### config.mk
export PLATFORM = sky130hd
export DESIGN_NAME = rx_ltssm
export DESIGN_NICKNAME = d
export VERILOG_FILES = /design/src/rtl/rx_ltssm.sv
export SDC_FILE = /design/constraint.sdc
export NUM_CORES = 1
export LEC_CHECK = 0
export ABC_AREA = 1
export CAP_MARGIN = 20
export CORE_MARGIN = 3
export CORE_UTILIZATION = 50
export CTS_CLUSTER_DIAMETER = 50
export DETAILED_ROUTE_END_ITERATION = 12
export PLACE_DENSITY = 0.79
export SYNTH_ARGS = -nofsm -noshare
export SYNTH_HDL_FRONTEND = slang
export SYNTH_SLANG_ARGS = --single-unit
### constraint.sdc
create_clock -name Pclk -period 2.1 [get_ports Pclk]
set_input_delay 0.525 -clock Pclk [delete_from_list [all_inputs] [get_ports Pclk]]
set_output_delay 0.525 -clock Pclk [all_outputs]
set_load 0.02 [all_outputs]
### src/rtl/rx_ltssm.sv
// Receive-side LTSSM companion: counts consecutive qualifying TS1/TS2/IDLE ordered sets
// for the state commanded by the main LTSSM and reports the RX exit condition or a timeout.
module rx_ltssm #(
    parameter bit         DEVICETYPE     = 1'b0,
    parameter int         TIMEOUT_CYCLES = 24000,
    parameter logic [7:0] PAD            = 8'hF7
) (
    input  logic       Pclk,
    input  logic       Reset,
    input  logic [3:0] SetRXState,
    output logic       RXFinishFlag,
    output logic [3:0] RXExitTo,
    input  logic       OSValid,
    input  logic [1:0] OSType,
    input  logic [7:0] OSLinkNum,
    input  logic [7:0] OSLaneNum,
    input  logic [7:0] ReadLinkNum,
    output logic [7:0] WriteLinkNum,
    output logic       WriteLinkNumFlag,
    output logic       LinkUp
);

    typedef enum logic [3:0] {
        DETECT_QUIET        = 4'h0,
        DETECT_ACTIVE       = 4'h1,
        POLLING_ACTIVE      = 4'h2,
        POLLING_CONFIG      = 4'h3,
        CFG_LW_START        = 4'h4,
        CFG_LW_ACCEPT       = 4'h5,
        CFG_LANE_NUM_WAIT   = 4'h6,
        CFG_LANE_NUM_ACTIVE = 4'h7,
        CFG_COMPLETE        = 4'h8,
        CFG_IDLE            = 4'h9,
        L0                  = 4'hA,
        IDLE                = 4'hF
    } state_t;

    typedef enum logic [1:0] {
        OS_TS1   = 2'b00,
        OS_TS2   = 2'b01,
        OS_IDLE  = 2'b10,
        OS_OTHER = 2'b11
    } os_type_t;

    localparam int TW = $clog2(TIMEOUT_CYCLES);
    localparam logic [4:0] COUNT_MAX = 5'd16;

    state_t          state;
    logic [4:0]      count;
    logic [TW-1:0]   timer;
    logic            done;

    logic            counting;
    logic            qualifies;
    logic [4:0]      target;
    state_t          exit_to;
    logic            link_pad;
    logic            lane_pad;
    logic            link_ok;
    logic            is_ts1;
    logic            is_ts2;
    logic [4:0]      count_inc;
    logic            entry;
    logic            hit;
    logic            timer_active;
    logic            timeout;

    // NOTE: every always_comb output gets a default first so no path can infer a latch.
    always_comb begin
        counting  = 1'b1;
        qualifies = 1'b0;
        target    = 5'd2;
        exit_to   = DETECT_QUIET;
        link_pad  = (OSLinkNum == PAD);
        lane_pad  = (OSLaneNum == PAD);
        link_ok   = (OSLinkNum == ReadLinkNum);
        is_ts1    = (os_type_t'(OSType) == OS_TS1);
        is_ts2    = (os_type_t'(OSType) == OS_TS2);
        case (state)
            POLLING_ACTIVE: begin
                qualifies = (is_ts1 || is_ts2) && link_pad && lane_pad;
                target    = 5'd8;
                exit_to   = POLLING_CONFIG;
            end
            POLLING_CONFIG: begin
                qualifies = is_ts2 && link_pad && lane_pad;
                target    = 5'd8;
                exit_to   = CFG_LW_START;
            end
            CFG_LW_START: begin
                // Upstream ports learn the link number; downstream ports check their own.
                qualifies = DEVICETYPE ? (is_ts1 && !link_pad && lane_pad) : (is_ts1 && link_ok);
                exit_to   = CFG_LW_ACCEPT;
            end
            CFG_LW_ACCEPT: begin
                qualifies = is_ts1 && link_ok && !lane_pad;
                exit_to   = CFG_LANE_NUM_WAIT;
            end
            CFG_LANE_NUM_WAIT: begin
                qualifies = is_ts1 && link_ok && !lane_pad;
                exit_to   = CFG_LANE_NUM_ACTIVE;
            end
            CFG_LANE_NUM_ACTIVE: begin
                qualifies = is_ts1 && link_ok && !lane_pad;
                exit_to   = CFG_COMPLETE;
            end
            CFG_COMPLETE: begin
                qualifies = is_ts2 && link_ok && !lane_pad;
                target    = 5'd8;
                exit_to   = CFG_IDLE;
            end
            CFG_IDLE: begin
                qualifies = (os_type_t'(OSType) == OS_IDLE);
                target    = 5'd8;
                exit_to   = L0;
            end
            default: counting = 1'b0;
        endcase
    end

    assign count_inc    = (count >= COUNT_MAX) ? COUNT_MAX : count + 5'd1;
    assign entry        = (SetRXState != state);
    assign hit          = counting && OSValid && qualifies && !done && (count_inc >= target);
    assign timer_active = (state >= POLLING_ACTIVE) && (state <= CFG_IDLE) && !done;
    assign timeout      = timer_active && (timer == TW'(TIMEOUT_CYCLES - 1));

    // NOTE: sequential state uses non-blocking assignments only, and the reset is synchronous.
    always_ff @(posedge Pclk) begin
        if (!Reset) begin
            state            <= IDLE;
            count            <= '0;
            timer            <= '0;
            done             <= 1'b0;
            RXFinishFlag     <= 1'b0;
            RXExitTo         <= 4'h0;
            WriteLinkNum     <= 8'h00;
            WriteLinkNumFlag <= 1'b0;
            LinkUp           <= 1'b0;
        end else begin
            state            <= state_t'(SetRXState);
            RXFinishFlag     <= 1'b0;
            WriteLinkNumFlag <= 1'b0;
            if (entry) begin
                // A state change wins over any match seen in the same cycle.
                count <= '0;
                timer <= '0;
                done  <= 1'b0;
                if (state_t'(SetRXState) != L0)
                    LinkUp <= 1'b0;
            end else begin
                if (OSValid && counting)
                    count <= qualifies ? count_inc : 5'd0;
                if (timer_active)
                    timer <= timer + 1'b1;
                if (hit) begin
                    RXFinishFlag <= 1'b1;
                    RXExitTo     <= exit_to;
                    done         <= 1'b1;
                    if (DEVICETYPE && state == CFG_LW_START) begin
                        WriteLinkNum     <= OSLinkNum;
                        WriteLinkNumFlag <= 1'b1;
                    end
                    if (state == CFG_IDLE)
                        LinkUp <= 1'b1;
                end else if (timeout) begin
                    RXFinishFlag <= 1'b1;
                    RXExitTo     <= DETECT_QUIET;
                    done         <= 1'b1;
                end
            end
        end
    end

endmodule
# --- After elaboration in Yosys (flattened, before gate mapping) ---
# Cells that the tools add are included.
totals:
  input_bits: 33
  output_inout_bits: 15
  ff_bits: 31
op_classes:
  addsub: 2
  order_cmp: 4
  n_bitwise: 2
  reduce_logical: 28
  mux: 16
  eq_ne: 17
ops:
  columns: ["cell", "count"]
  rows:
  - ["4-bit case mux with 8 select lines", 1]
  - ["4-bit by 3-bit == test with 1-bit output, second input constant", 4]
  - ["8-bit == test, second input constant", 2]
  - ["15-bit by 1-bit adder with 15-bit output, second input constant", 1]
  - ["15-bit == test, second input constant", 1]
  - ["1-bit logical AND", 15]
  - ["4-bit 2-to-1 mux", 3]
  - ["5-bit 2-to-1 mux", 2]
  - ["1-bit 2-to-1 mux", 9]
  - ["4-bit by 2-bit == test with 1-bit output, second input constant", 2]
  - ["4-bit == test, second input constant", 2]
  - ["8-bit == test", 1]
  - ["8-bit OR reduction", 1]
  - ["1-bit case mux with 6 select lines", 1]
  - ["2-bit nonzero test", 3]
  - ["5-bit by 1-bit adder with 5-bit output, second input constant", 1]
  - ["5-bit greater-or-equal comparator", 1]
  - ["5-bit greater-or-equal comparator, second input constant", 1]
  - ["4-bit by 2-bit greater-or-equal comparator with 1-bit output, second input constant", 1]
  - ["4-bit less-or-equal comparator, second input constant", 1]
  - ["4-bit != test", 1]
  - ["4-bit != test, second input constant", 1]
  - ["4-bit OR reduction", 1]
  - ["3-bit AND reduction", 1]
  - ["other kinds (10)", 12]

# --- Depth between registers and ports, before layout ---
# Gate-level depths: netlist (run 1).
logic_depth:
  depth_word: 10
  depth_mapped: 16

# --- Worst setup path before layout (run 1) ---
# Ideal clock, no wire load.
synth_timing:
  path_kind: "reg-to-reg"
  startpoint: "reg count[0]"
  endpoint: "reg RXExitTo[1]"
  setup_ps: 113
  path_slack_ps: 190
  required_ps: 1987
  synth_period_minus_slack_ps: 1910
  path_buffers: 0
  arrival_ps: 1798
  path_stages_with_launch: 14
  cell_sequence: "dfxtp_1 > inv_1 > ha_1 > nand2_1 > ha_1 > o21ai_0 > nand3_1 > nand2_1 > a21oi_1 > nand3_4 > nand2_4 > nand2_4 > nor2_1 > nor2_1"
synth_between:
  elab_chain_cells: 6
synth_lines:
  columns: ["item", "line", "rtl"]
  rows:
  - ["start, declared", "49", "logic [4:0] count;"]
  - ["start signal, assigned", "152", "count <= qualifies ? count_inc : 5'd0;"]
  - ["5-bit by 1-bit adder with 5-bit output or 5-bit greater-or-equal comparator (tied branches)", "121", "assign count_inc = (count >= COUNT_MAX) ? COUNT_MAX : count + 5'd1;"]
  - ["5-bit 2-to-1 mux (*)", "121", null]
  - ["5-bit greater-or-equal comparator (*)", "123", "assign hit = counting && OSValid && qualifies && !done && (count_inc >= target);"]
  - ["1-bit logical AND (*)", "123", null]
  - ["2-bit nonzero test (no source line)", null, null]
  - ["2-bit AND reduction (no source line)", null, null]
  - ["end signal, assigned", "157", "RXExitTo <= exit_to;"]
  - ["end, declared", "12", "output logic [3:0] RXExitTo,"]
# Every way passes the cells marked *; elsewhere a longest branch is shown, timed or not.
# A chain may end at the register's enable or synchronous reset.

# --- Worst setup path in the final report (run 1) ---
layout_timing:
  startpoint: "reg count[0]"
  endpoint: "reg RXExitTo[0]"
# The elaborated chain is that of the path after synthesis.

==> results of run 1 <==
power by group:
part / internal [µW] / switching (µW)
Sequential: 593 / 8.10
Combinational: 91.9 / 94.2
Clock: 298 / 225
Total: 983 / 327
layout make-up:
class	count	area [µm²]	share of cell area, %
repair buffers	50	470.5	17.50
inverters	66	247.7	9.218
clock inverters	1	7.507	0.2793
well taps	48	60.06	2.235
clock buffers	7	96.34	3.585
multi-input cells	234	1180	43.90
flip-flops and latches	31	625.6	23.28
logic make-up (layout without fill, tap and decap cells):
logic type / Yosys count / in the layout / synth area share [%]
adder cells (fa/ha/maj): 5 / 5 / 3.023
other: 1 / 9 / 0.1812
AND/OR/NAND/NOR: 186 / 186 / 41.66
buffers and inverters: 77 / 124 / 16.02
flip-flops: 31 / 31 / 29.99
XOR/XNOR: 4 / 4 / 1.693
AO/OA/AOI/OAI: 30 / 30 / 7.437
layer usage:
layer	track usage, %	part of all wire [%]	wire length, µm
met1	24.26	47	2213
met2	31.70	46	2175
met3	4.604	5.7	267
met4	4.468	0.70	33
met5	0	0	0
per-stage QoR:
stage | hold WS [ns] | area [µm²] | power [µW]
floorplan | 0.4457 | 2100 | 715.4
global placement | 0.4574 | 2539 | 793.1
detailed placement | 0.4625 | 2539 | 796.3
CTS | 0.4775 | 2643 | 1315
global route | 0.5006 | 2688 | 1368
finish | 0.4765 | 2688 | 1310
worst min path at each step:
stage           startpoint          end  slack [ns]  cells past startpoint
6_report       RXExitTo[3]  RXExitTo[3]        0.48                      2
5_1_grt        RXExitTo[3]  RXExitTo[3]        0.50                      2
4_1_cts        RXExitTo[3]  RXExitTo[3]        0.48                      2
3_5_place_dp   RXExitTo[3]  RXExitTo[3]        0.46                      2
3_3_place_gp   RXExitTo[3]  RXExitTo[3]        0.46                      2
2_1_floorplan     timer[2]     timer[2]        0.45                      2
repair_timing:
| action | 4_1_cts | 5_1_grt |
|---|---|---|
| endpoints found under the setup margin | 0 | 5 |
| buffers inserted | 0 | 1 |
| gates resized for setup | 0 | 12 |
flip-flops by register name, indices dropped and copies added (netlist names):
signal,count
LinkUp,1
RXExitTo,4
RXFinishFlag,1
count,5
done,1
state,4
timer,15
cells in the mapped netlist, drive strengths merged:
cell type  count
nand3b         2
nand3         22
conb           1
inv           64
a21oi         19
nand2         94
ha             5
nor3           9
dfxtp         31
nand4          6
buf           11
nor3b          1
clkinv         2
o22ai          1
o21ai          9
nor2          51
or2            1
o21a           1
xor2           4
worst min-delay path: stages, from the launching register on:
cell and delay (ns):
dfxtp_1 0.32, nand2_1 0.06, a21oi_1 0.05
placed cells by master (no fill, tap or decap), types with 2 or more instances in the layout:
cell type         n
xor2_1            4
nand3_2           2
nand2_4           3
clkbuf_8          7
clkinv_1          2
nor2_1           45
conb_1            9
inv_2             4
inv_1            60
nor3_1            8
o21ai_0           9
nand2_1          88
nand3_1          19
buf_4            12
a21oi_1          18
clkdlybuf4s50_1  38
dfxtp_2           4
nand3b_1          2
dfxtp_1          27
ha_1              4
nand4_1           4
nor2_2            5
nand2_2           2
==> run_results.csv, run 1 <==
group,metric,value,unit
logic_synthesis,synth.top_cell.area_share,29.99,%
routing,vias,2069,
worst_setup_path,cp-start-kind,"flop",
power,peakVddDrop,0.6226,mV
worst_setup_path,path_depth,14,
placed_design,post-place-ws,-0.06570,ns
clocking,cts-hold-fix-buffers,0,
clocking,root_buffer,"clkbuf_8",
floorplan,fp.dieH,70.34,µm
worst_setup_path,rr_endpoint,"RXExitTo[0]",
finish,nets,426,
worst_setup_path,setup.worst_path.class,"flop to flop",
placed_design,io_buffers,38,
finish,syn2layout_area_growth,29.87,%
routing,detail_route.wl_per_cell,10.73,µm
clocking,max-clock-path-buffers,2,
run,max-cap-violations,0,
worst_setup_path,crit_fanout,8,
finish,final_util,70.24,%
global_route,antenna_found_initial,0,
floorplan,coreArea,3826,µm²
worst_setup_path,worstPathArrival,2.17,ns
routing,dr.pass1.iters,5,
floorplan,die_area,4947,µm²
global_route,gr-usage-all-layers,18.91,%
floorplan,num_rows,22,
placed_design,dpl.hpwl,3.614,mm
routing,drt_iter0_markers,91,
global_route,grt_max_degree,12,
global_route,grt_pass1_vias,1891,
worst_setup_path,startpoint,"count[0]",
power,powerDensity,487.3,nW/µm²
worst_setup_path,critPathSlowestCell,"dfxtp_1",
routing,via_per_inst,4.735,
clocking,cts_max_level,2,
finish,num_antenna_cells,0,
finish,drive_above_1_share,12.60,%
routing,drt-total-wl,4.690,mm
sta,fmax,511.5,MHz
placed_design,gp_congestion,0.8759,
routing,ant_nets,0,
worst_setup_path,rr_worst_depth,14,
worst_setup_path,cpLargestDelayFamily,"simple AND/OR/NAND/NOR gates",
sta,setup_viol,0,
global_route,grt_pass1_wl,7.872,mm
sta,fin_ws,0.1451,ns
sta,maxSlewViolCount,0,
logic_synthesis,synth.distinct_cells,31,
worst_hold_path,hp-class,"flop to flop",
run_status,outcome,"complete, no violations",
worst_setup_path,r2r_start,"count[0]",
worst_setup_path,path_cells,"inv_2, nor3_1, a21oi_1, o21ai_0, inv_1, ha_1, nand2_1, a21oi_2, nand3_4, nand2_4, nand2_8, nand2_1, nand2_1, nor2_1",
placed_design,place_inst,428,
worst_setup_path,critPathRequiredTime,2.32,ns
finish,fin_cells,437,
worst_setup_path,worstSetupEndpoint,"RXExitTo[0]",
power,p_leak,0.001268,µW
worst_setup_path,slowest_delay,0.34,ns
logic_synthesis,synth_seq_cells,31,
sta,fin_setup_tns,0,ns
floorplan,io-pin-count,48,
clocking,cts_tree,"done",
sta,period_share,93.09,%
logic_synthesis,netlist_area,2069,µm²
floorplan,start_util,54.09,%
worst_setup_path,r2r_slack,0.15,ns
routing,drc_errors,0,
finish,nFillCells,323,
clocking,clkTransAtPathRegs,0.07,ns
sta,clock-skew-final,0.003612,ns
logic_synthesis,yosysWarnings,0,
logic_synthesis,synth_cells,334,
global_route,gr-total-overflow,0,
floorplan,die_width,70.34,µm
logic_synthesis,yosysSeqAreaShare,29.99,%
sta,min_period,1.955,ns
worst_setup_path,worst_path_most_repeated_cell,"nand2_1",
clocking,clkLatencyLatePin,0.28,ns
logic_synthesis,yosys.area.top_type,"dfxtp_1",
clocking,cts_sinks,31,
worst_setup_path,critPathBufInv,2,
sta,hold_violations,0,
clocking,cts_buffers,5,
logic_synthesis,postSynthAreaPerCell,6.196,µm²
logic_synthesis,netlist_top_cells_area,"dfxtp_1 30%, nand2_1 16%, inv_1 11%",
worst_setup_path,cp-end-kind,"flop",
Note: power is estimated with default switching activity, not from simulation.
==> inputs of run 2 (changes only) <==
ABC_AREA = not set   (was 1)
CORE_UTILIZATION = 49   (was 50)
==> run 2 against run 1 <==
Compared with the run above: clock-buffer cell count decreased by 1; fmax down 3.9%; critical path depth fell by 6; final cell count shrank 25%; register-to-register slack got worse by 0.07 ns; non-clock buffer count grew 13; first-iteration DRC count rose by 37%; synthesized cell count shrank 34%; cell area decreased by 0.74%; sequential power about the same; sequential cell count stayed put; clock power is 19% higher.
==> run_results.csv, run 2 <==
group,metric,value,unit
placed_design,post-place-ws,-0.2542,ns
worst_hold_path,min_from,"count[2]",
worst_setup_path,critPathBufInv,3,
finish,drive_above_1_share,17.79,%
worst_setup_path,setup.worst_path.class,"input pin to flop",
finish,design_area,2668,µm²
finish,regMostFlops,"timer",
power,peakVddDrop,0.3770,mV
sta,setup_viol,0,
placed_design,gp_congestion,0.8587,
logic_synthesis,yosys.area.top_type,"dfxtp_1",
placed_design,io_buffers,38,
global_route,gr-usage-all-layers,20.83,%
logic_synthesis,synth.distinct_cells,45,
worst_setup_path,startpoint,"OSType[0]",
logic_synthesis,async_reset_ff_share,0,%
clocking,max-clock-path-buffers,2,
sta,fin_ws,0.06616,ns
routing,via_per_inst,5.398,
logic_synthesis,yosysWarnings,0,
logic_synthesis,yosysMostFrequentCell,"dfxtp_1",
finish,syn2layout_area_growth,42.23,%
floorplan,die_width,67.87,µm
logic_synthesis,postSynthAreaPerCell,8.525,µm²
worst_setup_path,cp-end-kind,"flop",
finish,nFillCells,275,
logic_synthesis,netlist_area,1876,µm²
worst_setup_path,cp-start-kind,"input pin",
sta,hold_violations,0,
finish,regArea,628.1,µm²
power,powerDensity,528.9,nW/µm²
sta,maxSlewViolCount,0,
sta,clock-skew-final,0.006671,ns
worst_setup_path,cpLargestDelayFamily,"buffers and inverters",
logic_synthesis,synth_ff_type,"dfxtp_1",
sta,min_period,2.034,ns
sta,period_share,96.85,%
power,p_leak,0.001066,µW
placed_design,place_inst,318,
worst_setup_path,critPathSlowestCell,"clkdlybuf4s50_1",
clocking,cts-hold-fix-buffers,0,
sta,fmax,491.7,MHz
routing,drc_errors,0,
worst_setup_path,worstPathArrival,2.25,ns
clocking,cts_sinks,31,
run_status,outcome,"complete, no violations",
worst_setup_path,critPathRequiredTime,2.32,ns
floorplan,die_area,4606,µm²
logic_synthesis,synth_edf_count,0,
sta,fin_hold_ws,0.4889,ns
worst_setup_path,r2r_start,"state[2]",
logic_synthesis,synthTopCellsByCount,"31 x dfxtp_1, 17 x nand2_1, 14 x nor2_1",
global_route,gr-total-overflow,0,
finish,reg_top3,"timer: 15 flops, count: 5 flops",
floorplan,num_rows,21,
worst_setup_path,crit_fanout,8,
placed_design,dpl.hpwl,3.258,mm
run,max-cap-violations,0,
logic_synthesis,yosysSeqAreaShare,33.09,%
global_route,grt_pass1_vias,1602,
clocking,clkTransAtPathRegs,0.07,ns
clocking,cts_buffers,5,
floorplan,coreArea,3521,µm²
power,p_total,1411,µW
global_route,grt_max_degree,19,
floorplan,io-pin-count,48,
floorplan,fp.dieH,67.87,µm
placed_design,placedInstanceArea,2422,µm²
logic_synthesis,synth.top_cell.area_share,33.09,%
finish,largest_reg_flops,15,
routing,drt_iter0_markers,125,
finish,num_antenna_cells,0,
clocking,root_buffer,"clkbuf_8",
worst_setup_path,slowest_delay,0.41,ns
routing,vias,1765,
finish,most-common-layout-cells,"27 x dfxtp_1, 27 x clkdlybuf4s50_1, 23 x buf_4, 17 x nand2_1, 14 x nor2_1",
global_route,antenna_found_initial,0,
floorplan,start_util,53.27,%
logic_synthesis,netlist_top_cells_area,"dfxtp_1 33%, xnor2_1 6.1%, xor2_1 6.1%",
finish,fin_cells,327,
clocking,cts_max_level,2,
worst_hold_path,hp-class,"flop to flop",
routing,ant_nets,0,
clocking,cts_tree,"done",
logic_synthesis,synth_seq_cells,31,
finish,nets,318,
finish,multi_input_area,1220,µm²
logic_synthesis,synth_cells,220,
routing,dr.pass1.iters,4,
worst_setup_path,path_cells,"clkdlybuf4s50_1, buf_4, nor3_1, nor3_1, nor4_4, buf_4, o2111ai_2, a21oi_1",
clocking,clkLatencyLatePin,0.29,ns
routing,detail_route.wl_per_cell,14.55,µm
global_route,grt_pass1_wl,7.148,mm
routing,drt-total-wl,4.759,mm
-- run 2: cell types whose count changed after synthesis, moves of 6 or more --
cell | before | now
a21oi_1 | 19 | 11
and3_1 | 0 | 6
inv_1 | 62 | 5
nand2_1 | 89 | 17
nand2b_1 | 0 | 7
nand3_1 | 19 | 11
nor2_1 | 47 | 14
xnor2_1 | 0 | 13
xor2_1 | 4 | 13
-- run 2: stage by stage --
step / util (%) / TNS [ns]
finish: 75.76 / 0
global route: 75.76 / -0.06498
detailed placement: 68.80 / -2.645
floorplan: - / 0
global placement: 68.80 / -2.107
CTS: 72.14 / 0
-- run 2: power by group --
part	switching (µW)	total (µW)	internal (µW)
clock	237	621	384
sequential	6.97	598	591
combinational	87.6	192	104
total	332	1410	1080
-- run 2: metal layers --
layer	global-route usage, %	share of wire [%]	vias up
li1	-	-	891
met1	27.70	47	820
met2	33.29	48	47
met3	4.433	4.2	7
met4	7.444	1.2	0
met5	0	0	-
-- run 2: logic make-up after synthesis --
group	Yosys count	synth area share (%)
simple gates	94	28.29
other cells	1	0.1999
compound gates	36	13.74
buf+inv	23	7.071
flops	31	33.09
mux	4	2.135
fa+ha+maj	5	3.336
xor+xnor	26	12.14
-- run 2: final cells by class --
type / count / area share, %
flip-flops and latches: 31 / 23.55
well taps: 46 / 2.158
inverters: 5 / 0.7036
clock inverters: 2 / 1.313
repair buffers: 63 / 23.45
multi-input cells: 174 / 45.73
clock buffers: 6 / 3.096
-- run 2: path summary, 6_finish.rpt --
path,to,slack [ns],cells after the start
worst max-delay path,count[1],0.07,8
worst min-delay path,count[2],0.49,2
worst max register to register,count[1],0.08,6
worst min register to register,count[2],0.49,2
-- run 2: worst reg2reg max path, delay by kind of cell (launching register included) --
kind / cells / cell delay, ns
AO/OA/AOI/OAI: 3 / 0.64
buffers and inverters: 1 / 0.24
flip-flops: 1 / 0.40
AND/OR/NAND/NOR: 2 / 0.68
-- run 2: repair_timing --
item,4_1_cts,5_1_grt
setup buffers,0,0
gates resized for setup,0,27
endpoints found under the setup margin,0,13
